===== src/rtl/ysyx_25040109_core_ctrl.sv =====
// Multi-cycle core controller: sequences fetch, decode, memory and write-back, and owns PC/IR.
// Optional performance counters are enabled by defining YSYX_25040109_PERF_COUNTER_EN.
module ysyx_25040109_core_ctrl #(
  parameter logic [31:0] RESET_PC = 32'h8000_0000
) (
  input  logic        clk,
  input  logic        rst,
  output logic        ifu_req,
  input  logic        ifu_valid,
  input  logic [31:0] ifu_inst,
  output logic [31:0] inst,
  input  logic        inst_invalid,
  input  logic        is_load,
  input  logic        is_store,
  input  logic        is_ecall,
  input  logic        reg_write_en_idu,
  input  logic [4:0]  rd_addr,
  output logic        lsu_req,
  output logic        lsu_wen,
  input  logic        lsu_valid,
  input  logic [31:0] pc_next,
  output logic [31:0] pc,
  output logic        rf_wen,
  output logic        halt,
  output logic [2:0]  state,
  output logic [63:0] perf_cycles,
  output logic [63:0] perf_instret
);

  localparam logic [2:0] S_IDLE   = 3'd0;
  localparam logic [2:0] S_FETCH  = 3'd1;
  localparam logic [2:0] S_DECODE = 3'd2;
  localparam logic [2:0] S_MEM    = 3'd3;
  localparam logic [2:0] S_WB     = 3'd4;
  localparam logic [2:0] S_HALT   = 3'd5;

  logic [2:0]  state_q, state_d;
  logic [31:0] pc_q, pc_d;
  logic [31:0] inst_q, inst_d;

  always_ff @(posedge clk or posedge rst) begin
    if (rst) begin
      state_q <= S_IDLE;
      pc_q    <= RESET_PC;
      inst_q  <= 32'h0;
    end else begin
      state_q <= state_d;
      pc_q    <= pc_d;
      inst_q  <= inst_d;
    end
  end

  always_comb begin
    state_d = state_q;
    case (state_q)
      S_IDLE:   state_d = S_FETCH;
      S_FETCH: begin
        if (ifu_valid) state_d = S_DECODE;
        else           state_d = S_FETCH;
      end
      S_DECODE: begin
        if (inst_invalid)              state_d = S_HALT;
        else if (is_load || is_store)  state_d = S_MEM;
        else if (is_ecall)             state_d = S_WB;  // trap target arrives through pc_next
        else                           state_d = S_WB;
      end
      S_MEM: begin
        if (lsu_valid) state_d = S_WB;
        else           state_d = S_MEM;
      end
      S_WB:     state_d = S_FETCH;
      S_HALT:   state_d = S_HALT;
      default:  state_d = S_IDLE;
    endcase
  end

  // IR captures only on the fetch handshake; PC only advances on leaving write-back.
  always_comb begin
    inst_d = inst_q;
    pc_d   = pc_q;
    if (state_q == S_FETCH && ifu_valid) inst_d = ifu_inst;
    else                                 inst_d = inst_q;
    if (state_q == S_WB) pc_d = pc_next;
    else                 pc_d = pc_q;
  end

  always_comb begin
    ifu_req = 1'b0;
    lsu_req = 1'b0;
    lsu_wen = 1'b0;
    rf_wen  = 1'b0;
    halt    = 1'b0;
    case (state_q)
      S_FETCH: ifu_req = 1'b1;
      S_MEM: begin
        lsu_req = 1'b1;
        lsu_wen = is_store;
      end
      S_WB:    rf_wen = reg_write_en_idu & (rd_addr != 5'd0) & ~is_store;
      S_HALT:  halt = 1'b1;
      default: ifu_req = 1'b0;
    endcase
  end

  assign state = state_q;
  assign pc    = pc_q;
  assign inst  = inst_q;

`ifdef YSYX_25040109_PERF_COUNTER_EN
  logic [63:0] cycles_q, cycles_d;
  logic [63:0] instret_q, instret_d;

  always_comb begin
    if (state_q != S_HALT) cycles_d = cycles_q + 64'd1;
    else                   cycles_d = cycles_q;
    if (state_q == S_WB) instret_d = instret_q + 64'd1;
    else                 instret_d = instret_q;
  end

  always_ff @(posedge clk or posedge rst) begin
    if (rst) begin
      cycles_q  <= 64'h0;
      instret_q <= 64'h0;
    end else begin
      cycles_q  <= cycles_d;
      instret_q <= instret_d;
    end
  end

  assign perf_cycles  = cycles_q;
  assign perf_instret = instret_q;
`else
  assign perf_cycles  = 64'h0;
  assign perf_instret = 64'h0;
`endif

endmodule


===== config.mk =====
export PLATFORM = sky130hd
export DESIGN_NAME = ysyx_25040109_core_ctrl
export DESIGN_NICKNAME = d
export VERILOG_FILES = /design/src/rtl/ysyx_25040109_core_ctrl.sv
export SDC_FILE = /design/constraint.sdc
export NUM_CORES = 1
export LEC_CHECK = 0
export BUFFER_PORTS_ARGS = -buffer_cell sky130_fd_sc_hd__buf_2
export CAP_MARGIN = 20
export CORE_AREA = 3 3 108 110
export DETAILED_ROUTE_END_ITERATION = 8
export DIE_AREA = 0 0 111 113
export GPL_TIMING_DRIVEN = 0
export PLACE_DENSITY = 0.69
export SLEW_MARGIN = 40
export SYNTH_ARGS = -nofsm -noshare
export SYNTH_HDL_FRONTEND = slang
export SYNTH_SLANG_ARGS = --single-unit

===== constraint.sdc =====
create_clock -name clk -period 4.1 [get_ports clk]
set_input_delay 0.205 -clock clk [delete_from_list [all_inputs] [get_ports clk]]
set_output_delay 0.205 -clock clk [all_outputs]
set_load 0.01 [all_outputs]

==> metrics.md <==
| Metric | Value |
|---|---|
| Routed len/inst | 11.6 um |
| RR Endpoint | pc[18]$_DFFE_PP0P_ |
| YS warnings | 0 |
| Ant diodes | 0 |
| Syn-to-layout area delta | 46.2% |
| CP endpoint kind | output pin |
| Global route overflow | 0 |
| Final design utilization | 48.8% |
| Critical path buffers and inverters | 3 |
| Status | completed |
| Cell internal pwr | 2120 uW |
| CTS sink cnt | 67 |
| Setup CP Type | flop to output pin |
| Setup ws final | 2080 ps |
| CP max stage cell | dfrtp_1 |
| Mapped Area | 3600 um^2 |
| FP Rows | 38 |
| Largest net degree at the start of global routing | 45 |
| HPWL Detailed | 7010 um |
| Largest stage delay, worst path | 390 ps |
| Fin Clk Skew | 6.23 ps |
| Port bufs | 148 |
| Cts bufs inserted | 9 |
| Max rail drop VDD | 0.000316 V |
| DRT Pass-1 Iters | 4 |
| Die Area | 12500 um^2 |
| Net Sw Frac | 32.9% |
| Count of final setup violators | 0 |
| Boundary pin count | 278 |
| Post-cts sizing count | 0 |
| NetSw | 1040 uW |
| Core area | 10800 um^2 |
| Fin crit share | 49.4% |
| Slew Limit Fails | 0 |
| Period minus WS final | 2020 ps |
| Post-synthesis sequential area ratio | 46.6% |
| Mapped Avg Cell Area | 12.4 um^2 |
| Vias post-DR | 2632 |
| Layout cell share with drive strength beyond 1 | 62.3% |
| Largest delay share family, worst path | buffers and inverters |
| CTS root buf | clkbuf_8 |
| Fin cells | 723 |
| Die Height | 113 um |
| Setup slack, reg-to-reg | 2500 ps |
| Antenna-violating nets left | 0 |
| Leak | 0.00301 uW |
| Synthesized instance count | 291 |
| Most frequent cell on the critical path | buf_6 |
| Via/cell ratio | 3.64 |
| Fmax | 494 MHz |
| R2R cell count | 4 |
| Clk_lat worst skew | 340 ps |
| HP Class | input port to flop |
| Global-route wire length before repair | 13000 um |
| Final GP Congestion | 0.743 |
| Nets | 657 |
| Reg2reg start | state[0]$_DFF_PP0_ |
| Placed instance area | 5020 um^2 |
| Clk pwr share | 21.2% |
| TritonCTS clock tree | yes |
| Post-Route WL | 8370 um |
| Comb power frac | 42.1% |
| Crit-path cells | buf_6, nor3b_4, buf_6, nand3b_1, a21oi_1, buf_2 |
| Fin area | 5270 um^2 |
| Iteration-0 DRC Markers | 26 |
| Pre-CTS setup slack | 2400 ps |
| Setup TNS | 0 ps |
| Hold_sp | pc_next[25] |
| Initial antenna violation count | 0 |
| RSZ-0062 raised after global routing | no |
| Part of the power in registers | 36.8% |
| Max_cap viols | 0 |
| Hold Vio Cnt, Final | 0 |
| Worst-case clock buffer depth | 2 |
| CP arrival | 1820 ps |
| Inst Count DP | 707 |
| Starting Density | 33.4% |
| DRC viols | 0 |
| Worst-path clk slew | 70 ps |
| Htree depth | 3 |
| Crit path required time | 3890 ps |
| Worst setup SP type | flop |
| Hold Path Cell Cnt | 2 |
| Synthesized flop and latch total | 67 |
| Die width | 111 um |
| Number of global-route vias before repair | 2653 |
| Hold endpoint | pc[25]$_DFFE_PP0P_ |
| CP max FO | 10 |
| Overall Global Routing Usage | 13.0% |
| Power per cell area | 600 nW/um^2 |
| Unique masters post-synth | 26 |
-- state kept, by name, summed over array words and instances (netlist names) --
name / cells
inst: 32
pc: 32
state: 3
-- kinds of logic (layout without fill, tap and decap cells) --
logic type	count (synthesis)	in the layout	synth area share, %
simple gates	13	13	2.71
mux	65	65	20.3
other cells	1	128	0.104
flops	67	67	46.6
buf+inv	138	303	29.0
compound gates	7	7	1.39
-- power by group through the flow --
| stage | Sequential [uW] | Combinational (uW) | Clock (uW) |
|---|---|---|---|
| final | 1160 | 1330 | 669 |
| after global routing | 1210 | 1440 | 727 |
| after detailed placement | 1170 | 1350 | 0 |
| after global placement | 1150 | 1320 | 0 |
| after CTS | 1170 | 1350 | 695 |
| after floorplan | 1330 | 667 | 0 |
-- synthesized netlist by cell type --
cell type / n / area [um^2]
nor2_1: 2 / 7.51
nor3_1: 1 / 5.00
nor3b_4: 1 / 18.8
nor3b_1: 1 / 7.51
nand2b_1: 1 / 6.26
inv_1: 2 / 7.51
nand2_1: 2 / 7.51
nor2_4: 1 / 11.3
o41ai_1: 1 / 8.76
o21bai_1: 2 / 15.0
dfrtp_1: 66 / 1650
and2_1: 1 / 6.26
a31o_2: 1 / 8.76
mux2i_1: 1 / 10.0
a21oi_1: 1 / 5.00
mux2_1: 6 / 67.6
o21ai_0: 1 / 5.00
buf_6: 4 / 45.0
and3_1: 1 / 6.26
nand3b_1: 1 / 7.51
dfstp_2: 1 / 26.3
buf_4: 132 / 991
nand2b_4: 1 / 13.8
a22oi_1: 1 / 7.51
mux2_2: 58 / 653
conb_1: 1 / 3.75
-- per-stage QoR --
step,total power [uW],hold WS [ps]
global route,3380,71.6
CTS,3210,56.7
finish,3160,77.4
global placement,2470,424
floorplan,2000,340
detailed placement,2520,206
-- metal layers --
layer	part of all wire, %	GRT usage (%)	vias up
li1	-	-	1276
met4	1.9	6.40	0
met3	14	6.63	12
met2	50	22.6	164
met5	0	0	-
met1	34	13.0	1180
-- layout make-up --
| cell class | instances | area [um^2] |
|---|---|---|
| buffer | 136 | 1040 |
| clock buffer | 11 | 141 |
| clock inverter | 4 | 98.8 |
| fill | 1013 | 5520 |
| inverter | 2 | 10.0 |
| multi-input combinational | 213 | 1360 |
| sequential | 67 | 1680 |
| tap | 140 | 175 |
| timing repair buffer | 150 | 771 |
-- cells in the final DEF, fill, tap and decap left out --
cell type / synthesis / final
buf_2: 0 / 148
nor2_1: 2 / 2
bufinv_16: 0 / 3
inv_1: 2 / 1
mux2i_1: 1 / 1
buf_4: 132 / 132
a22oi_1: 1 / 1
nor2_4: 1 / 1
nor3b_1: 1 / 1
clkinv_4: 0 / 1
nand3b_1: 1 / 1
dlygate4sd3_1: 0 / 1
and2_1: 1 / 1
conb_1: 1 / 128
inv_4: 0 / 1
clkbuf_8: 0 / 10
dfrtp_1: 66 / 66
o21bai_1: 2 / 2
buf_12: 0 / 1
nor3_1: 1 / 1
nand2b_4: 1 / 1
a21oi_1: 1 / 1
a31o_2: 1 / 1
nand2b_1: 1 / 1
and3_1: 1 / 1
o41ai_1: 1 / 1
nor3b_4: 1 / 1
o21ai_0: 1 / 1
buf_6: 4 / 4
nand2_1: 2 / 2
mux2_1: 6 / 6
clkbuf_1: 0 / 1
mux2_2: 58 / 58
dfstp_2: 1 / 1
-- how the worst max path moves through the flow --
stage                                      to  depth (start not counted)                from
after floorplan           inst[0]$_DFFE_PP0P_                          1                 rst
after global placement      pc[8]$_DFFE_PP0P_                          2                 rst
after detailed placement               rf_wen                          6  state[1]$_DFF_PP0_
after CTS                              rf_wen                          6  state[1]$_DFF_PP0_
after global routing                   rf_wen                          6  state[1]$_DFF_PP0_
final                                  rf_wen                          6  state[0]$_DFF_PP0_
-- timing repair --
action                                  in CTS  in global routing
hold buffers                                 1                  0
endpoints found under the setup margin       0                  0
endpoints found under the hold margin       23                  0
setup buffers                                0                  0
Note: power is estimated with default switching activity, not from simulation.
